--- src/rtl/instr_mem_fifo_pkg.sv ---
// Shared defaults, instruction word layout and occupancy helper for instr_mem_fifo.
package instr_mem_pkg;

    localparam int OP_W_DEF   = 3;
    localparam int OPND_W_DEF = 6;

    typedef struct packed {
        logic [OP_W_DEF-1:0]   opcode;
        logic [OPND_W_DEF-1:0] a;
        logic [OPND_W_DEF-1:0] b;
    } instr_t;

    // Occupancy after one cycle; a simultaneous load and consume leaves it unchanged.
    function automatic logic [31:0] count_next(input logic [31:0] cnt,
                                               input logic        inc,
                                               input logic        dec);
        logic [31:0] res;
        res = cnt;
        if (inc && !dec)
            res = cnt + 32'd1;
        else if (dec && !inc)
            res = cnt - 32'd1;
        return res;
    endfunction

endpackage

--- src/rtl/instr_mem_fifo_key_edge.sv ---
// Key press step detector: one pulse per rising edge of the synchronised key level.
module key_edge_det (
    input  logic clk,
    input  logic rst,
    input  logic i_key,
    output logic o_step
);

    logic r_key_q;
    logic r_armed;

    // Armed only once the key has been seen low, so a key held through reset gives no step.
    always_ff @(posedge clk or posedge rst) begin
        if (rst) begin
            r_key_q <= 1'b0;
            r_armed <= 1'b0;
        end else begin
            r_key_q <= i_key;
            if (!i_key)
                r_armed <= 1'b1;
        end
    end

    assign o_step = i_key & ~r_key_q & r_armed;

endmodule

--- src/rtl/instr_mem_fifo.sv ---
// Circular instruction store loaded/consumed one word per key press.
// Optional sticky overflow/underflow flags enabled by defining INSTR_MEM_ERR_EN.
module instr_mem_fifo
    import instr_mem_pkg::*;
#(
    parameter  int OP_W   = OP_W_DEF,
    parameter  int OPND_W = OPND_W_DEF,
    parameter  int DEPTH  = 8,
    localparam int ADDR_W = $clog2(DEPTH)
) (
    input  logic                     clk,
    input  logic                     rst,
    input  logic                     key,
    input  logic                     rw,
    input  logic                     clr,
    input  logic [OP_W+2*OPND_W-1:0] i_data,
    output logic [OP_W-1:0]          instruction,
    output logic [OPND_W-1:0]        A,
    output logic [OPND_W-1:0]        B,
    output logic [ADDR_W-1:0]        out_address,
    output logic [ADDR_W:0]          count,
    output logic                     full,
    output logic                     empty,
    output logic                     valid,
    output logic                     ovf,
    output logic                     unf
);

    localparam int DW = OP_W + 2*OPND_W;
    localparam int CW = ADDR_W + 1;

    logic              w_step;
    logic              w_wr;
    logic              w_rd;
    logic [DW-1:0]     r_mem [DEPTH];
    logic [ADDR_W-1:0] r_wp;
    logic [ADDR_W-1:0] r_rp;
    logic [CW-1:0]     r_count;
    logic [OP_W-1:0]   r_instr;
    logic [OPND_W-1:0] r_a;
    logic [OPND_W-1:0] r_b;
    logic [ADDR_W-1:0] r_addr;
    logic              r_valid;

    // Explicit wrap so non-power-of-two depths work.
    function automatic logic [ADDR_W-1:0] ptr_inc(input logic [ADDR_W-1:0] p);
        return (p == ADDR_W'(DEPTH-1)) ? '0 : p + ADDR_W'(1);
    endfunction

    key_edge_det u_key_edge (
        .clk    (clk),
        .rst    (rst),
        .i_key  (key),
        .o_step (w_step)
    );

    assign full  = (r_count == CW'(DEPTH));
    assign empty = (r_count == '0);
    assign w_wr  = w_step & rw & ~full;
    assign w_rd  = w_step & ~rw & ~empty;

    always_ff @(posedge clk or posedge rst) begin
        if (rst) begin
            for (int i = 0; i < DEPTH; i++)
                r_mem[i] <= '0;
            r_wp    <= '0;
            r_rp    <= '0;
            r_count <= '0;
            r_instr <= '0;
            r_a     <= '0;
            r_b     <= '0;
            r_addr  <= '0;
            r_valid <= 1'b0;
        end else if (clr) begin
            r_wp    <= '0;
            r_rp    <= '0;
            r_count <= '0;
            r_valid <= 1'b0;
        end else begin
            if (w_wr) begin
                r_mem[r_wp] <= i_data;
                r_addr      <= r_wp;
                r_wp        <= ptr_inc(r_wp);
            end else if (w_rd) begin
                {r_instr, r_a, r_b} <= r_mem[r_rp];
                r_addr  <= r_rp;
                r_valid <= 1'b1;
                r_rp    <= ptr_inc(r_rp);
            end
            r_count <= CW'(count_next(32'(r_count), w_wr, w_rd));
        end
    end

`ifdef INSTR_MEM_ERR_EN
    logic r_ovf;
    logic r_unf;

    // Sticky until reset; clr deliberately leaves them alone.
    always_ff @(posedge clk or posedge rst) begin
        if (rst) begin
            r_ovf <= 1'b0;
            r_unf <= 1'b0;
        end else if (!clr && w_step) begin
            if (rw && full)
                r_ovf <= 1'b1;
            if (!rw && empty)
                r_unf <= 1'b1;
        end
    end

    assign ovf = r_ovf;
    assign unf = r_unf;
`else
    assign ovf = 1'b0;
    assign unf = 1'b0;
`endif

    assign instruction = r_instr;
    assign A           = r_a;
    assign B           = r_b;
    assign out_address = r_addr;
    assign count       = r_count;
    assign valid       = r_valid;

endmodule

--- config.mk ---
export PLATFORM = sky130hd
export DESIGN_NAME = instr_mem_fifo
export DESIGN_NICKNAME = d
export VERILOG_FILES = /design/src/rtl/instr_mem_fifo_pkg.sv /design/src/rtl/instr_mem_fifo_key_edge.sv /design/src/rtl/instr_mem_fifo.sv
export SDC_FILE = /design/constraint.sdc
export NUM_CORES = 1
export LEC_CHECK = 0
export CORE_ASPECT_RATIO = 0.6
export CORE_MARGIN = 2
export CORE_UTILIZATION = 25
export CTS_BUF_LIST = sky130_fd_sc_hd__clkbuf_4 sky130_fd_sc_hd__clkbuf_8
export CTS_CLUSTER_DIAMETER = 80
export DETAILED_ROUTE_END_ITERATION = 8
export GPL_ROUTABILITY_DRIVEN = 0
export GPL_TIMING_DRIVEN = 0
export PLACE_DENSITY = 0.39
export RECOVER_POWER = 25
export REMOVE_ABC_BUFFERS = 1
export SKIP_LAST_GASP = 1
export SLEW_MARGIN = 20
export SYNTH_ARGS = -nofsm -noshare
export SYNTH_HDL_FRONTEND = slang
export SYNTH_SLANG_ARGS = --single-unit
--- constraint.sdc ---
create_clock -name clk -period 5.7 [get_ports clk]
set_clock_uncertainty 0.2 [all_clocks]
set_input_delay 1.14 -clock clk [delete_from_list [all_inputs] [get_ports clk]]
set_output_delay 1.14 -clock clk [all_outputs]
set_load 0.1 [all_outputs]
After elaboration in Yosys (flattened, before gate mapping). Index checks and enable logic that the tools add are counted.

$add $sub $neg: 4. Mux-type cells: 21. $lt $le $gt $ge: 3. Bitwise operators: 14. Eq/ne operators: 4. Reductions and logical operators: 14.

Operator list (number): 120-bit bitwise mux (1); 15-bit binary-select mux with 3-bit select (1); 15-bit demux with 3-bit select (1); 15-bit 2-to-1 mux (3); 3-bit 2-to-1 mux (9); 4-bit 2-to-1 mux (3); 4-bit >= comparator (second input constant) (2); 3-bit inverter with 4-bit output (2); 3-bit by 1-bit adder with 3-bit output (second input constant) (2); 1-bit bitwise AND (6); 3-bit equality test (second input constant) (2); 1-bit inverter (6); 2-bit AND reduction (3); 2-bit nonzero test (3); 4-bit by 1-bit adder with 4-bit output (second input constant) (1); 4-bit equality test (second input constant) (1); 4-bit zero test (1); 4-bit by 1-bit < comparator with 1-bit output (second input constant) (1); 4-bit by 1-bit subtractor with 4-bit output (second input constant) (1); 1-bit logical AND (3); 1-bit 2-to-1 mux (3); 3-bit AND reduction (1); 3-bit nonzero test (1); 1-bit zero test (2); 2-bit != test (second input constant) (1).

Word-level logic and storage cells: 78. Input port bits: 20. Register bits after elaboration: 151.

Depth between registers and ports, before layout. Gate-level depths: netlist (run 1).

Depth in word-level cells: 10. Gate-level depth with buffers: 9. Depth with buffers taken out: 7.

Modules after synthesis. Synthesis (run 1) repeated with hierarchy kept, for this count alone.

Cell total of the unflattened synthesis: 454. Area, all modules: 6915.4 um^2.

Modules (own cells, without submodules): instr_mem_fifo (sequential area each 3728.6 um^2, area each 6846.6 um^2, cells each 449, times used 1); key_edge_det (sequential area each 50.0 um^2, area each 68.8 um^2, cells each 5, times used 1).

Least setup slack after synthesis (run 1). OpenSTA, ideal clock, no wires.

Path type: reg-to-output. From: register r_count[0], in the netlist count[0]. To: output port empty. Path slack: 306 ps. Required time: 4360 ps. Arrival: 4054 ps. Stages on the path, launching flop included: 2. Path buffers: 0. Cells stage by stage: dfrtp_1 > nor4_1.

Word-level cells in the longest chain between the ends: 1.

Ends and longest elaborated chain: start, declared (line instr_mem_fifo.sv:38) `logic [CW-1:0] r_count;`; start signal, assigned (line instr_mem_fifo.sv:90) `r_count <= CW'(count_next(32'(r_count), w_wr, w_rd));`; 4-bit zero test (line instr_mem_fifo.sv:58) `assign empty = (r_count == '0);`; end, declared (line instr_mem_fifo.sv:23) `output logic empty,`.

Every way passes these cells.

Worst setup path in the final report (run 1). Ends and elaborated chain as after synthesis.

==> results.ini, run 1 <==
[outcome]
status=complete, but fails checks
violations=max-capacitance violations, max-slew violations

[worst_setup_path]
setup.worst_path.start_class=register
end_kind=output port
reg2reg_depth=7
critPathMaxFanout=7
required_ns=4.36
critPathKind=register to output port
cp.arrival_ns=2.91

[detailed_routing]
drcViolationCount=0
vias_per_cell=4.39
vias=3842
detail-route-antenna-nets=0
drt_iter0_drc=158
routed_wl_um=15700
drt_first_pass_iters=4
wl_per_cell_um=18.0

[power]
vdd_drop_max_uv=213
p_per_area_nw_per_um2=343
power.leakage_nw=3.63

[timing]
drv_slew=74
finalHoldViolations=0
fmax_mhz=235
finalCritPeriodShare=0.746
tightest_slew_ns=2.92
relSlewSlack=-0.946
rsz0062_at_grt=no
setup_viol=0
tns_ns=0
fin_crit_ns=4.25

[clocking]
numCtsBuffers=17
clkLatencyLatePin_ns=0.47
post_cts_buffers=0
cts_tree=yes
cts.sinks=151
htreeDepth=4
clockBufferDepth=2
root_buffer=clkbuf_8
ctsResizeCount=0
clkSlewWorstSetupHoldPaths_ns=0.08
holdBufCountCts=0

[synthesis]
ys.flop_type=dfrtp_1
netlist_instances=452
synth_top_area_share=0.545
avgSynthCellArea_um2=15.3
synthDistinctLibCells=49
yosysTopAreaCell=dfrtp_1
synth.area.top_cells=dfrtp_1 (54%), mux2_2 (18%), mux4_2 (9.7%)
ys.warnings.count=0
ys_async_sr_fraction=1.00
syn_area_um2=6940
synth-edff-count=0
ys_seq_area_frac=0.545
ys_ff_latch=151

[finish]
antenna_cells=0
area_growth_pct=17.3
layout_commonest_cell=dfrtp_1
instances_no_fill=875
num-nets-final=525
drive_above_1_share=0.407
final_cell_mix=dfrtp_1 (148), mux2_2 (110), clkdlybuf4s50_1 (42), mux4_2 (30), a21oi_1 (21)

[floorplanning]
die-area_um2=29100
start_util=0.253
die_w_um=219
io_pins=47
coreArea_um2=27400
rows=47
die_h_um=133

[global_route]
antenna_found_initial=0
overflow=0
grt_pass1_vias=4233
grt_pass1_wl_um=24900
grt_max_degree=79
grt_use_total=0.116

[placement]
dp_cells=846
hpwl_um=10100
numPortBuffers=44

[job]
cap_violations=1

[hold_path]
holdPathStages=1
hold_path.class=register to register

cells in the mapped netlist, drive strengths merged (2+ instances only):
cell / instances
nor4: 2
clkbuf: 10
mux4: 30
nor2: 20
o21ai: 5
mux2: 120
nor4b: 2
nand4b: 3
dfrtp: 151
and2: 2
buf: 18
nand4: 2
a21oi: 21
a22o: 3
mux2i: 18
inv: 6
nand2: 11
ha: 6
a21o: 2
nor3: 3
per-layer routing:
metal / up-vias / wire length, µm / GRT usage
met5: - / 0 / 0
met2: 49 / 7500 / 0.182
met3: 16 / 566 / 0.0287
met1: 2023 / 7420 / 0.155
met4: 0 / 238 / 0.0473
li1: 1754 / - / -
final timing paths:
| kind | start | end | slack [ns] |
|---|---|---|---|
| setup / recovery | count[0]$_DFFE_PP0P_ | empty | 1.45 |
| hold / removal | valid$_DFFE_PP0P_ | valid$_DFFE_PP0P_ | 0.29 |
| setup reg to reg | count[0]$_DFFE_PP0P_ | count[3]$_DFFE_PP0P_ | 3.02 |
| hold reg to reg | valid$_DFFE_PP0P_ | valid$_DFFE_PP0P_ | 0.29 |
| max in group asynchronous | rst | A[2]$_DFFE_PP0P_ | 1.65 |
| min in group asynchronous | rst | instruction[0]$_DFFE_PP0P_ | 1.97 |
critical path, stage by stage (launching register included):
cell and delay [ns]:
dfrtp_1 0.49, nor4_1 0.69, clkdlybuf4s50_1 1.27
final cells by class:
class / count / area, µm²
inverter: 6 / 30.0
clock inverter: 5 / 25.0
timing repair buffer: 54 / 583
multi-input combinational: 268 / 2950
clock buffer: 24 / 305
fill: 2788 / 19300
tap: 367 / 459
sequential: 151 / 3780
per-stage QoR:
stage                     setup WS, ns   util  power [mW]  hold slack (ns)  instance area (µm²)
after global placement           -1.91  0.279        2.08            0.274                 7650
after global routing             0.980  0.297        2.93            0.314                 8140
after detailed placement          1.69  0.285        2.09            0.273                 7820
final                             1.45  0.297        2.79            0.286                 8140
after floorplan                -0.0935      -        1.87            0.258                 6750
after CTS                         1.41  0.297        2.84            0.292                 8150
flip-flops by register name, indices dropped and copies added, names as in the netlist:
signal and flops:
valid 1, u_key_edge.r_armed 1, u_key_edge.r_key_q 1, A 6, r_rp 3, instruction 3, r_mem 120, r_wp 3
B 6, out_address 3, count 4
report_power, final:
part / switching, mW / internal, mW / leakage [nW]
sequential: 0.0624 / 1.17 / 2.03
clock: 0.388 / 0.344 / 0.182
combinational: 0.595 / 0.231 / 1.41
cells by family (layout without fill, tap and decap cells):
logic type / after synthesis / count (layout) / synth area share
other: 1 / 2 / 0.000541
AO/OA/AOI/OAI: 37 / 37 / 0.0330
buffers and inverters: 34 / 89 / 0.0321
AND/OR/NAND/NOR: 52 / 52 / 0.0500
flip-flops: 151 / 151 / 0.545
multiplexers: 168 / 168 / 0.324
adder cells (fa/ha/maj): 7 / 7 / 0.0137
XOR/XNOR: 2 / 2 / 0.00253
(Power assumes the default switching activity.)
==> run 2: changes to the inputs <==
==> constraint.sdc (replaced) <==
create_clock -name clk -period 4.5 [get_ports clk]
set_clock_uncertainty 0.2 [all_clocks]
set_input_delay 0.9 -clock clk [delete_from_list [all_inputs] [get_ports clk]]
set_output_delay 0.9 -clock clk [all_outputs]
set_load 0.1 [all_outputs]
==> run 2 against run 1 <==
  * The run now ends clean
  * Critical path depth stayed put
  * Cell count stayed put
  * Sequential cell count stayed put
  * Wire length stayed put
  * Hold slack hardly changed
  * Highest routed layer unchanged
  * Non-clock buffer count stayed put
  * Clock-buffer cell count stayed put
  * First-iteration DRC count is 0.63% higher
  * Clock power is 27% higher
  * Sequential share of layout area hardly changed
  * Critical path type unchanged
==> results.ini, run 2 (synthesized netlist as in run 1, its figures left out) <==
[detailed_routing]
drt_first_pass_iters=4  ; unchanged
detail-route-antenna-nets=0  ; unchanged
drt_iter0_drc=159  ; was 158
vias=3844  ; was 3,842
vias_per_cell=4.39  ; about the same
routed_wl_um=15700  ; unchanged
wl_per_cell_um=18.0  ; unchanged
drcViolationCount=0  ; unchanged

[worst_setup_path]
r2r_slack_ns=1.82  ; was 3.02 ns
end_kind=output port  ; unchanged
critPathMaxFanout=7  ; unchanged
cp.arrival_ns=2.91  ; about the same
path_cells=nor4_1 > clkdlybuf4s50_1  ; unchanged
required_ns=3.40  ; was 4.36 ns
critPathSlowestCell=clkdlybuf4s50_1  ; unchanged
crit_buf_inv=1  ; unchanged
critPathKind=register to output port  ; unchanged
path_delay_family=buffers and inverters  ; unchanged
setup.worst_path.start_class=register  ; unchanged
max_stage_delay_ns=1.27  ; about the same

[clocking]
cts.sinks=151  ; unchanged
post_cts_buffers=0  ; unchanged
numCtsBuffers=17  ; unchanged
root_buffer=clkbuf_8  ; unchanged
holdBufCountCts=0  ; unchanged
cts_tree=yes  ; unchanged
clockBufferDepth=2  ; unchanged
htreeDepth=4  ; unchanged
clkLatencyLatePin_ns=0.47  ; about the same
clkSlewWorstSetupHoldPaths_ns=0.08  ; about the same
ctsResizeCount=0  ; unchanged

[placement]
dpl_cell_area_um2=7820  ; unchanged
hpwl_um=10100  ; unchanged
numPortBuffers=44  ; unchanged

[finish]
layout_commonest_cell=dfrtp_1  ; unchanged
final_area_um2=8150  ; was 8140 µm²
drive_above_1_share=0.409  ; was 0.407
antenna_cells=0  ; unchanged
area_growth_pct=17.4  ; was 17.3%
fin_util=0.297  ; about the same
regMostFlops=r_mem  ; unchanged
num-nets-final=525  ; unchanged
largest_reg_flops=120  ; unchanged
fillerInstances=2786  ; was 2,788
final_cell_mix=dfrtp_1 (148), mux2_2 (110), clkdlybuf4s50_1 (42), mux4_2 (30), a21oi_1 (21)  ; unchanged

[floorplanning]
die_h_um=133  ; unchanged
start_util=0.253  ; unchanged
die-area_um2=29100  ; unchanged
rows=47  ; unchanged
coreArea_um2=27400  ; unchanged
io_pins=47  ; unchanged
die_w_um=219  ; unchanged

[timing]
drv_slew=0  ; was 74
relSlewSlack=0.272  ; was -0.946
setup_viol=0  ; unchanged
rsz0062_at_grt=no  ; unchanged
fin_crit_ns=4.01
fmax_mhz=249
tightest_slew_ns=1.09  ; was 2.92 ns
finalHoldViolations=0  ; unchanged
finalCritPeriodShare=0.891

[power]
p_per_area_nw_per_um2=434  ; was 343 nW/µm²
power.leakage_nw=3.63  ; about the same
vdd_drop_max_uv=270  ; was 213 µV

[global_route]
overflow=0  ; unchanged
antenna_found_initial=0  ; unchanged
grt_max_degree=79  ; unchanged
grt_pass1_wl_um=24900  ; unchanged
grt_use_total=0.116  ; unchanged
grt_pass1_vias=4233  ; unchanged

[job]
cap_violations=0  ; was 1

[outcome]
status=completed  ; was complete, but fails checks

[hold_path]
hold_path.class=register to register  ; unchanged

-- run 2: area by class of cell --
cell class | instances | area (µm²) | area share
flip-flops and latches | 151 | 3780 | 0.465
repair buffers | 54 | 583 | 0.0716
well taps | 367 | 459 | 0.0564
inverters | 6 | 37.5 | 0.00461
clock inverters | 5 | 25.0 | 0.00307
clock buffers | 24 | 305 | 0.0375
multi-input cells | 268 | 2950 | 0.362
-- run 2: where the power goes --
part,internal (mW),switching [mW]
registers,1.49,0.0790
clock network,0.435,0.491
logic,0.292,0.754
-- run 2: final timing paths --
| path | startpoint | end | cells past startpoint |
|---|---|---|---|
| setup / recovery | count[0]$_DFFE_PP0P_ | empty | 2 |
| hold / removal | valid$_DFFE_PP0P_ | valid$_DFFE_PP0P_ | 1 |
| setup reg to reg | count[0]$_DFFE_PP0P_ | count[3]$_DFFE_PP0P_ | 7 |
| hold reg to reg | valid$_DFFE_PP0P_ | valid$_DFFE_PP0P_ | 1 |
| max in group asynchronous | rst | r_mem[109]$_DFFE_PP0P_ | 3 |
| min in group asynchronous | rst | instruction[0]$_DFFE_PP0P_ | 2 |
-- run 2: routing by layer --
metal	track usage	vias to the layer above	wire [µm]
met4	0.0473	0	238
met1	0.155	2025	7420
met3	0.0287	16	566
met5	0	-	0
li1	-	1754	-
met2	0.182	49	7490
-- run 2: stage by stage --
| stage | setup WS (ns) | std cells | hold slack (ns) | power (mW) | TNS (ns) |
|---|---|---|---|---|---|
| after detailed placement | 0.731 | 846 | 0.273 | 2.65 | 0 |
| after global routing | 0.402 | 875 | 0.314 | 3.72 | 0 |
| after global placement | -2.87 | 836 | 0.274 | 2.63 | -445.68 |
| after floorplan | -1.29 | 425 | 0.258 | 2.37 | -124.32 |
| final | 0.490 | 875 | 0.286 | 3.54 | 0 |
| after CTS | 0.447 | 875 | 0.292 | 3.60 | 0 |
==> run 3: changes to the inputs <==
--- a/config.mk
+++ b/config.mk
@@ -16,6 +16,7 @@
 export PLACE_DENSITY = 0.39
 export RECOVER_POWER = 25
 export REMOVE_ABC_BUFFERS = 1
+export SKIP_CTS_REPAIR_TIMING = 1
 export SKIP_LAST_GASP = 1
 export SLEW_MARGIN = 20
 export SYNTH_ARGS = -nofsm -noshare
==> results of run 3 <==
No change in the layout: final DEF, timing and power equal those of run 2.
